--- src/rtl/mdio_peripheral_pkg.sv ---
// Shared frame constants, header field positions and FSM state type for the MDIO responder.
package mdio_pkg;

   localparam logic [1:0] ST_CODE  = 2'b01;
   localparam logic [1:0] OP_WRITE = 2'b01;
   localparam logic [1:0] OP_READ  = 2'b10;

   localparam int FRAME_LEN = 32;
   localparam int HDR_LEN   = 16;

   // LSB position of each header field within the 32-bit frame
   localparam int ST_LSB    = 30;
   localparam int OP_LSB    = 28;
   localparam int PHYAD_LSB = 23;
   localparam int REGAD_LSB = 18;

   typedef enum logic [2:0] {
      IDLE,
      HEADER,
      WRITE,
      READ_LOAD,
      READ,
      ABORT
   } mdio_state_e;

endpackage

--- src/rtl/mdio_peripheral_if.sv ---
// MDIO pin bundle between the controller (master) and this PHY-side responder (slave).
interface mdio_peripheral_if;

   logic MDC;
   logic MDIO_OE;
   logic MDIO_OUT;
   logic MDIO_IN;
   logic MDIO_IN_OE;

   modport master (output MDC, MDIO_OE, MDIO_OUT, input MDIO_IN, MDIO_IN_OE);
   modport slave  (input MDC, MDIO_OE, MDIO_OUT, output MDIO_IN, MDIO_IN_OE);

endinterface

--- src/rtl/mdio_peripheral_mdc_edge_detect.sv ---
// Oversamples MDC on the system clock and flags its rising and falling edges.
module mdc_edge_detect (
   input  logic clk_sys,
   input  logic rst_b,
   input  logic mdc,
   output logic rise,
   output logic fall
);

   logic mdc_q;

   always_ff @(posedge clk_sys or negedge rst_b) begin
      if (!rst_b) mdc_q <= 1'b0;
      else        mdc_q <= mdc;
   end

   assign rise = mdc & ~mdc_q;
   assign fall = ~mdc & mdc_q;

endmodule

--- src/rtl/mdio_peripheral.sv ---
// PHY-side MDIO responder: decodes 32-bit frames into register-file reads and writes.
// Define PHY_ADDR_CHECK_EN to ignore frames whose PHYAD differs from PHY_ADDR.
//   state     | meaning
//   IDLE      | waiting for the first sampled bit of a frame
//   HEADER    | collecting ST, OP, PHYAD, REGAD, TA
//   WRITE     | collecting 16 write data bits
//   READ_LOAD | one cycle for RD_DATA to settle on the new ADDR
//   READ      | driving 16 read bits, updated on MDC falling edges
//   ABORT     | rejected frame, waiting for MDIO_OE to drop
module mdio_peripheral
   import mdio_pkg::*;
#(
   parameter logic [4:0] PHY_ADDR    = 5'b00001,
   parameter int         MDC_MIN_DIV = 4
) (
   input  logic             CLK,
   input  logic             RESET,
   mdio_peripheral_if.slave mdio,
   output logic [4:0]       ADDR,
   output logic [15:0]      WR_DATA,
   output logic             WR_STB,
   input  logic [15:0]      RD_DATA,
   output logic             MDIO_DONE
);

   mdio_state_e state_q, state_nxt;
   logic        mdc_rise, mdc_fall, sample;
   logic [15:0] sr_q, frame_word, rd_sr_q;
   logic [4:0]  bit_cnt_q;
   logic [3:0]  rd_cnt_q;
   logic        rd_taken_q, oe_q;
   logic        shift_en, hdr_done, wr_done, rd_load, rd_rise, rd_shift, rd_end;
   logic        phy_ok, hdr_ok, unused_cfg;

   mdc_edge_detect u_mdc_edge (
      .clk_sys (CLK),
      .rst_b   (RESET),
      .mdc     (mdio.MDC),
      .rise    (mdc_rise),
      .fall    (mdc_fall)
   );

   assign sample     = mdc_rise & mdio.MDIO_OE;
   // last 16 bits including the one being sampled now: header at bit 16, data at bit 32
   assign frame_word = {sr_q[14:0], mdio.MDIO_OUT};

`ifdef PHY_ADDR_CHECK_EN
   assign phy_ok     = (frame_word[PHYAD_LSB-HDR_LEN +: 5] == PHY_ADDR);
   assign unused_cfg = (MDC_MIN_DIV < 2);
`else
   assign phy_ok     = 1'b1;
   assign unused_cfg = (^PHY_ADDR) ^ (MDC_MIN_DIV < 2);
`endif

   assign hdr_ok = phy_ok && (frame_word[ST_LSB-HDR_LEN +: 2] == ST_CODE) &&
                   ((frame_word[OP_LSB-HDR_LEN +: 2] == OP_WRITE) ||
                    (frame_word[OP_LSB-HDR_LEN +: 2] == OP_READ));

   always_ff @(posedge CLK or negedge RESET) begin
      if (!RESET) state_q <= IDLE;
      else        state_q <= state_nxt;
   end

   always_comb begin
      state_nxt = state_q;
      shift_en  = 1'b0;
      hdr_done  = 1'b0;
      wr_done   = 1'b0;
      rd_load   = 1'b0;
      rd_rise   = 1'b0;
      rd_shift  = 1'b0;
      rd_end    = 1'b0;
      case (state_q)
         IDLE: begin
            if (sample) begin
               shift_en  = 1'b1;
               state_nxt = HEADER;
            end
         end
         HEADER: begin
            if (!mdio.MDIO_OE) begin
               state_nxt = IDLE;
            end else if (sample) begin
               shift_en = 1'b1;
               if (bit_cnt_q == 5'(HDR_LEN-1)) begin
                  hdr_done = 1'b1;
                  if (!hdr_ok)                                          state_nxt = ABORT;
                  else if (frame_word[OP_LSB-HDR_LEN +: 2] == OP_WRITE) state_nxt = WRITE;
                  else                                                  state_nxt = READ_LOAD;
               end
            end
         end
         WRITE: begin
            if (!mdio.MDIO_OE) begin
               state_nxt = IDLE;
            end else if (sample) begin
               shift_en = 1'b1;
               if (bit_cnt_q == 5'(FRAME_LEN-1)) begin
                  wr_done   = 1'b1;
                  state_nxt = IDLE;
               end
            end
         end
         READ_LOAD: begin
            rd_load   = 1'b1;
            state_nxt = READ;
         end
         READ: begin
            // only advance after the controller has sampled the current bit
            rd_shift = mdc_fall & rd_taken_q;
            rd_rise  = mdc_rise;
            if (mdc_rise && rd_cnt_q == 4'd15) begin
               rd_end    = 1'b1;
               state_nxt = IDLE;
            end
         end
         ABORT: begin
            if (!mdio.MDIO_OE) state_nxt = IDLE;
         end
         default: state_nxt = IDLE;
      endcase
   end

   always_ff @(posedge CLK or negedge RESET) begin
      if (!RESET) begin
         sr_q       <= '0;
         bit_cnt_q  <= '0;
         ADDR       <= '0;
         WR_DATA    <= '0;
         WR_STB     <= 1'b0;
         MDIO_DONE  <= 1'b0;
         rd_sr_q    <= '0;
         rd_cnt_q   <= '0;
         rd_taken_q <= 1'b0;
         oe_q       <= 1'b0;
      end else begin
         WR_STB    <= 1'b0;
         MDIO_DONE <= 1'b0;
         if (shift_en) sr_q <= frame_word;
         if (state_nxt == IDLE) bit_cnt_q <= '0;
         else if (shift_en)     bit_cnt_q <= bit_cnt_q + 5'd1;
         if (hdr_done) ADDR <= frame_word[REGAD_LSB-HDR_LEN +: 5];
         if (wr_done) begin
            WR_DATA   <= frame_word;
            WR_STB    <= 1'b1;
            MDIO_DONE <= 1'b1;
         end
         if (rd_load) begin
            rd_sr_q    <= RD_DATA;
            rd_cnt_q   <= '0;
            rd_taken_q <= 1'b0;
            oe_q       <= 1'b1;
         end else if (rd_end) begin
            rd_sr_q   <= '0;
            oe_q      <= 1'b0;
            MDIO_DONE <= 1'b1;
         end else begin
            if (rd_rise) begin
               rd_cnt_q   <= rd_cnt_q + 4'd1;
               rd_taken_q <= 1'b1;
            end
            if (rd_shift) begin
               rd_sr_q    <= {rd_sr_q[14:0], 1'b0};
               rd_taken_q <= 1'b0;
            end
         end
      end
   end

   assign mdio.MDIO_IN    = rd_sr_q[15];
   assign mdio.MDIO_IN_OE = oe_q;

endmodule

--- src/flat_wrapper.sv ---
// flat-port wrapper written by rule: the top's interface ports become plain ports
module mdio_peripheral_flat import mdio_pkg::*;
#(
   parameter logic [4:0] PHY_ADDR    = 5'b00001,
   parameter int         MDC_MIN_DIV = 4
)
  (CLK, RESET, ADDR, WR_DATA, WR_STB, RD_DATA, MDIO_DONE, mdio_MDC, mdio_MDIO_OE, mdio_MDIO_OUT, mdio_MDIO_IN, mdio_MDIO_IN_OE);
  mdio_peripheral_if mdio_i ();
  input  logic CLK;
  input  logic RESET;
  output logic [4:0] ADDR;
  output logic [15:0] WR_DATA;
  output logic WR_STB;
  input  logic [15:0] RD_DATA;
  output logic MDIO_DONE;
  input wire logic [$bits(mdio_i.MDC)-1:0] mdio_MDC;
  input wire logic [$bits(mdio_i.MDIO_OE)-1:0] mdio_MDIO_OE;
  input wire logic [$bits(mdio_i.MDIO_OUT)-1:0] mdio_MDIO_OUT;
  output wire logic [$bits(mdio_i.MDIO_IN)-1:0] mdio_MDIO_IN;
  output wire logic [$bits(mdio_i.MDIO_IN_OE)-1:0] mdio_MDIO_IN_OE;
  assign mdio_i.MDC = mdio_MDC;
  assign mdio_i.MDIO_OE = mdio_MDIO_OE;
  assign mdio_i.MDIO_OUT = mdio_MDIO_OUT;
  assign mdio_MDIO_IN = mdio_i.MDIO_IN;
  assign mdio_MDIO_IN_OE = mdio_i.MDIO_IN_OE;
  mdio_peripheral #(.PHY_ADDR(PHY_ADDR), .MDC_MIN_DIV(MDC_MIN_DIV)) u_core (.CLK(CLK), .RESET(RESET), .mdio(mdio_i), .ADDR(ADDR), .WR_DATA(WR_DATA), .WR_STB(WR_STB), .RD_DATA(RD_DATA), .MDIO_DONE(MDIO_DONE));
endmodule
--- config.mk ---
export PLATFORM = sky130hd
export DESIGN_NAME = mdio_peripheral_flat
export DESIGN_NICKNAME = d
export VERILOG_FILES = /design/src/rtl/mdio_peripheral_pkg.sv /design/src/rtl/mdio_peripheral_if.sv /design/src/rtl/mdio_peripheral_mdc_edge_detect.sv /design/src/rtl/mdio_peripheral.sv /design/src/flat_wrapper.sv
export SDC_FILE = /design/constraint.sdc
export NUM_CORES = 1
export LEC_CHECK = 0
export ABC_CLOCK_PERIOD_IN_PS = 3150
export CAP_MARGIN = 20
export CORE_ASPECT_RATIO = 0.7
export CORE_MARGIN = 10
export CORE_UTILIZATION = 58
export CTS_CLUSTER_DIAMETER = 60
export DETAILED_ROUTE_END_ITERATION = 8
export PLACE_DENSITY = 0.84
export SYNTH_ARGS = -nofsm -noshare
export SYNTH_HDL_FRONTEND = slang
export SYNTH_SLANG_ARGS = --single-unit
export TNS_END_PERCENT = 1
--- constraint.sdc ---
create_clock -name CLK -period 3.15 [get_ports CLK]
set_input_delay 0.945 -clock CLK [delete_from_list [all_inputs] [get_ports CLK]]
set_output_delay 0.945 -clock CLK [all_outputs]
set_load 0.01 [all_outputs]
==> out/qor.yml, run 1 <==
routing:
  wl_per_cell_um: 18.2
  viasPerCell: 5.58
  dr.pass1.iters: 4
  wl_met3_um: 513
  drcViolationCount: 0
  drt-total-wl_um: 6500
  vias: 1991
  wl_met1_um: 3010
  drt_iter0_drc: 77
  wl_met2_um: 2900
  ant_nets: 0
  highest_layer: "met4"
worst_setup_path:
  r2r_start: "u_core.bit_cnt_q[0]"
  required_ns: 3.38
  cp_max_fo: 14
  rrSetupSlack_ns: 1.14
  crit_start: "mdio_MDC"
  cp-start-kind: "input pin"
  arrival_ns: 2.73
  critical_path_class: "input pin to flip-flop"
  worst_setup_path_end_kind: "flip-flop"
  worstReg2RegEnd: "u_core.bit_cnt_q[2]"
  r2r_cells: 7
grt:
  grt_overflow: 0
  grt_pass1_wl_um: 10900
  grt_max_degree: 43
  antenna_found_initial: 0
  grt_usage_pct: 15.8
  grt_pass1_vias: 2084
layout:
  antenna_cells: 0
  final_cell_mix: "dfrtp_1, clkdlybuf4s50_1, mux2_2"
  fillCellCount: 333
  syn2layout_area_growth_pct: 22.5
  fin_nets: 306
  stdcell_area_um2: 3950
  drive_above_1_share_pct: 30.2
  final_common_cell: "dfrtp_1"
clock_network:
  clk_latency_ns: 0.34
  cts.sinks: 69
  cts_resized: 0
  cts_tree: "built"
  cts_buffer_depth: 2
  root_buffer: "clkbuf_8"
  htreeDepth: 3
  postCtsSetupBuffers: 0
  numCtsBuffers: 9
  cts_hold_buf: 0
  clkSlewWorstSetupHoldPaths_ns: 0.07
timing:
  rsz0062_at_grt: "no"
  fmax_mhz: 401
  min_period_ns: 2.49
  whs_ns: 0.491
  slew_viol_final: 0
  slew_headroom_pct: 54.8
  hold_viol: 0
  max_slew.worst_pin.slew_ns: 0.675
  period_share_pct: 79.1
  setup_viol: 0
  finClkSkew_ns: 0.00906
  tns_ns: 0
logic_synthesis:
  yosysWarnings: 0
  ys.flop_type: "dfrtp_1"
  syn_inst: 231
  seq_area_frac_synth_pct: 53.5
  synth_edf_count: 0
  syn-cell-area_um2: 3230
  synth_seq_cells: 69
  async_reset_ff_share_pct: 100
  syn_avg_cell_area_um2: 14.0
  ys_types: 51
  syn-num-nets: 257
pwr:
  p_leak_nw: 1.84
  p_switching_w: 0.000421
  power_density_nw_per_um2: 470
  power.share.combinational_pct: 6.2
  switching_share_pct: 22.7
  intPower_w: 0.00144
  vdd_drop_max_mv: 0.334
  clkPwrFrac_pct: 40.6
  seqPwrFrac_pct: 53.2
floorplan:
  dieHeight_um: 82.4
  row_count: 22
  die_x_um: 109
  core_area_um2: 5310
  die-area_um2: 8990
  io_pins: 46
  start_util_pct: 60.7
place:
  place_area_um2: 3740
  globalplace.congestion: 0.858
  io_buffers: 45
  hpwlAfterDp_um: 4530
worst_hold_path:
  worst_hold_path.endpoint: "u_core.mdio.MDIO_IN_OE"
  hp-class: "flip-flop to flip-flop"
  min-delay-start: "u_core.mdio.MDIO_IN_OE"
  hold_depth: 2
outcome:
  status: "finished, final reports clean"
run:
  drv_cap: 0
==> Yosys cell counts (all sizes together) (3+ instances only) <==
library cell  number  area, µm²
mux2              51        642
and3               5       31.3
a31oi              3       25.0
nand2b             3       18.8
dfrtp             69       1730
and2               3       18.8
a21oi              4       20.0
o21ai              5       40.0
xor2               3       26.3
buf               10       83.8
a22o              15        131
nand3              5       30.0
ha                 5       62.6
inv                6       22.5
nor3b              3       33.8
nand2             10       40.0
nor2b              4       25.0
==> how the worst max path moves through the flow <==
| stage | slack [ns] | endpoint |
|---|---|---|
| after detailed placement | 0.29 | u_core.rd_sr_q[15] |
| after CTS | 0.66 | u_core.rd_sr_q[15] |
| final | 0.66 | u_core.rd_sr_q[11] |
| after global routing | 0.51 | u_core.bit_cnt_q[0] |
| after floorplan | 0.99 | u_core.rd_sr_q[10] |
| after global placement | 0.37 | u_core.rd_sr_q[3] |
==> layer usage <==
layer | GRT usage (%) | vias up
met2 | 22.6 | 49
met3 | 7.97 | 8
li1 | - | 943
met4 | 5.12 | 0
met1 | 20.4 | 991
met5 | 0 | -
==> state kept, by name, summed over array words and instances (netlist names) <==
register / flops
u_core.WR_DATA: 16
u_core.bit_cnt_q: 5
u_core.rd_cnt_q: 4
u_core.WR_STB: 1
u_core.u_mdc_edge.mdc_q: 1
u_core.MDIO_DONE: 1
u_core.sr_q: 15
u_core.ADDR: 5
u_core.rd_sr_q: 16
u_core.rd_taken_q: 1
u_core.state_q: 3
u_core.mdio.MDIO_IN_OE: 1
==> worst max-delay path, cell delays in order <==
cell,delay (ns)
clkdlybuf4s50_1,0.58
and4b_1,0.34
a31oi_2,0.31
a22o_1,0.29
mux2_4,0.26
==> stage by stage <==
stage	setup slack, ns	instances	power [W]	utilization (%)
6_report	0.657	357	0.00186	74.4
5_1_grt	0.506	357	0.00194	74.4
4_1_cts	0.663	357	0.00188	74.4
3_5_place_dp	0.292	341	0.00112	70.4
3_3_place_gp	0.366	341	0.00111	70.4
2_1_floorplan	0.994	231	0.00105	-
==> cell type report <==
cell class	count	area (µm²)	area share, %
Timing Repair Buffer	49	513	13.0
Tap cell	72	90.1	2.28
Sequential cell	69	1730	43.7
Clock inverter	3	42.5	1.08
Inverter	6	22.5	0.570
Multi-Input combinational cell	145	1390	35.2
Clock buffer	13	169	4.27
==> power groups by stage <==
stage | logic (W) | registers [W] | clock network [W]
floorplan | 0.0000654 | 0.000982 | 0
global placement | 0.000112 | 0.000999 | 0
detailed placement | 0.000117 | 0.00100 | 0
CTS | 0.000118 | 0.000986 | 0.000773
global route | 0.000129 | 0.000993 | 0.000816
finish | 0.000116 | 0.000987 | 0.000754
==> logic make-up (layout without fill, tap and decap cells) <==
kind of cell | after synthesis | in the layout | share of synthesized area [%]
flops | 69 | 69 | 53.5
mux | 53 | 53 | 20.5
simple gates | 47 | 47 | 9.58
compound gates | 37 | 37 | 10.2
buf+inv | 17 | 71 | 3.41
fa+ha+maj | 5 | 5 | 1.94
xor+xnor | 3 | 3 | 0.814
Power figures use the tool's default switching activity.
==> run 2, diff against run 1 <==
Settings changed: ABC_CLOCK_PERIOD_IN_PS 3150 to 2350, CORE_UTILIZATION 58 to 54, PLACE_DENSITY 0.84 to 0.79.
Clock period 3.15 ns to 2.35 ns, I/O delays scaled along.
==> run 2 against run 1 <==
  * Die area is 5.8% higher
  * Sequential power is 34% higher
  * Clock power is 30% higher
  * Via count is 3.9% higher
  * Critical path type unchanged
  * Global-route usage is 0.81 points lower
  * Largest cell class unchanged
==> out/qor.yml, run 2 (same netlist as run 1, synthesis figures left out) <==
outcome:
  status: "finished, final reports clean"
layout:
  antenna_cells: 0  # unchanged
  top_regs: "u_core.WR_DATA x16, u_core.rd_sr_q x16, u_core.sr_q x15"
  fin_util_pct: 70.6  # -3.8 points
  fin_nets: 320  # +4.6%
  final_common_cell: "dfrtp_1"
  drive_above_1_share_pct: 33.2  # +3.0 points
  stdcell_area_um2: 4060  # +2.8%
  instances_no_fill: 373  # +4.5%
  final_cell_mix: "dfrtp_1, clkdlybuf4s50_1, mux2_2"
  syn2layout_area_growth_pct: 25.9
worst_setup_path:
  worstReg2RegEnd: "u_core.bit_cnt_q[4]"
  worst_setup_path_end_kind: "flip-flop"
  cp_max_fo: 5  # -9
  required_ns: 2.56  # -0.82 ns
  arrival_ns: 2.44  # -0.29 ns
  rrSetupSlack_ns: 0.24  # -0.90 ns
  cp-start-kind: "input pin"
  r2r_cells: 7  # unchanged
  r2r_start: "u_core.bit_cnt_q[0]"
  critical_path_class: "input pin to flip-flop"
timing:
  slew_viol_final: 0  # unchanged
  whs_ns: 0.354  # -0.136 ns
  min_period_ns: 2.22
  setup_viol: 0  # unchanged
  fmax_mhz: 450
  rsz0062_at_grt: "no"
  finClkSkew_ns: 0.00538  # -0.00368 ns
  hold_viol: 0  # unchanged
  slew_headroom_pct: 64.7  # +9.9 points
  period_share_pct: 94.7
  max_slew.worst_pin.slew_ns: 0.528  # -0.147 ns
grt:
  grt_max_degree: 70  # +63%
  grt_usage_pct: 15.0  # -0.81 points
  grt_pass1_vias: 2226  # +6.8%
  antenna_found_initial: 0  # unchanged
  grt_pass1_wl_um: 11500  # +5.5%
  grt_overflow: 0  # unchanged
pwr:
  switching_share_pct: 23.1  # +0.41 points
  power_density_nw_per_um2: 608  # +29%
  clkPwrFrac_pct: 39.7  # -0.9 points
  vdd_drop_max_mv: 0.417  # +25%
  total_power_w: 0.00247  # +33%
  seqPwrFrac_pct: 53.5  # +0.3 points
  p_leak_nw: 1.91  # +3.6%
  power.share.combinational_pct: 6.8  # +0.6 points
  p_switching_w: 0.000570  # +35%
  intPower_w: 0.00190  # +32%
routing:
  drt-total-wl_um: 6790  # +4.5%
  viasPerCell: 5.54  # -0.59%
  dr.pass1.iters: 5  # +1
  drt_iter0_drc: 73  # -5.2%
  vias: 2068  # +3.9%
  drcViolationCount: 0  # unchanged
  wl_per_cell_um: 18.2  # about the same
  ant_nets: 0  # unchanged
clock_network:
  cts_buffer_depth: 2  # unchanged
  clkSlewWorstSetupHoldPaths_ns: 0.07  # about the same
  postCtsSetupBuffers: 0  # unchanged
  numCtsBuffers: 9  # unchanged
  htreeDepth: 3  # unchanged
  cts_hold_buf: 0  # unchanged
  cts_resized: 0  # unchanged
  clk_latency_ns: 0.35  # about the same
  root_buffer: "clkbuf_8"
  cts.sinks: 69  # unchanged
  cts_tree: "built"
place:
  io_buffers: 45  # unchanged
  hpwlAfterDp_um: 4720  # +4.2%
  globalplace.congestion: 0.814  # -5.1%
  place_area_um2: 3860  # +3.2%
  dp_cells: 358  # +5.0%
floorplan:
  dieHeight_um: 84.7  # +2.8%
  die_x_um: 112  # +3.0%
  core_area_um2: 5760  # +8.3%
  start_util_pct: 56.1  # -4.7 points
  die-area_um2: 9520  # +5.8%
  row_count: 23  # +4.5%
  io_pins: 46  # unchanged
worst_hold_path:
  hp-class: "input pin to async pin"
run:
  drv_cap: 0  # unchanged
## run 2: cell types whose count changed in the layout (fill, tap and decap cells not counted)
cell,before,now
clkinv_2,1,0
buf_4,1,14
clkinvlp_4,1,2
clkbuf_8,12,11
buf_12,3,4
## run 2: how the worst max path moves through the flow
stage	slack (ns)	from	cells after the start	to
5_1_grt	0.08	mdio_MDC	6	u_core.bit_cnt_q[0]
4_1_cts	0.16	mdio_MDC	6	u_core.bit_cnt_q[2]
3_5_place_dp	-0.25	mdio_MDC	6	u_core.bit_cnt_q[2]
6_report	0.13	mdio_MDC	6	u_core.bit_cnt_q[1]
3_3_place_gp	-0.12	mdio_MDC	6	u_core.bit_cnt_q[2]
2_1_floorplan	0.43	mdio_MDC	5	u_core.rd_sr_q[10]
## run 2: metal layers
layer  track usage, %  routed length, µm  share of wire [%]  up-vias
li1                 -                  -                  -      966
met1             19.0               3150                 46     1050
met2             22.1               3160                 47       42
met3             6.82                404                5.9       10
met4             5.17                 79                1.2        0
met5                0                  0                  0        -
## run 2: power by group through the flow
stage / registers, W / logic [W] / clock network, W
after floorplan: 0.00132 / 0.0000876 / 0
after global routing: 0.00133 / 0.000183 / 0.00106
after CTS: 0.00132 / 0.000171 / 0.00101
after global placement: 0.00134 / 0.000161 / 0
after detailed placement: 0.00134 / 0.000167 / 0
final: 0.00132 / 0.000168 / 0.000981
## run 2: worst max-delay path, stage by stage
cell and delay, ns:
clkdlybuf4s50_1 0.52, buf_4 0.15, nand2b_1 0.13, o2111a_1 0.30, a211oi_2 0.49, a21oi_1 0.14
## run 2: cell type report
cell class	count	area, µm²
flip-flops and latches	69	1730
clock inverters	3	45.0
multi-input cells	145	1390
clock buffers	12	155
inverters	6	22.5
fillers	414	1690
repair buffers	63	631
well taps	75	93.8
## run 2: through the flow
| stage | setup WS (ns) | setup TNS (ns) |
|---|---|---|
| 3_3_place_gp | -0.119 | -2.60 |
| 5_1_grt | 0.0813 | 0 |
| 3_5_place_dp | -0.251 | -3.92 |
| 2_1_floorplan | 0.434 | 0 |
| 4_1_cts | 0.161 | 0 |
| 6_report | 0.125 | 0 |
==> run 3, diff against run 2 <==
Settings changed: GPL_ROUTABILITY_DRIVEN set to 0, SLEW_MARGIN set to 20.
==> results of run 3 <==
The final DEF is identical to that of run 2; final timing and power are the same.
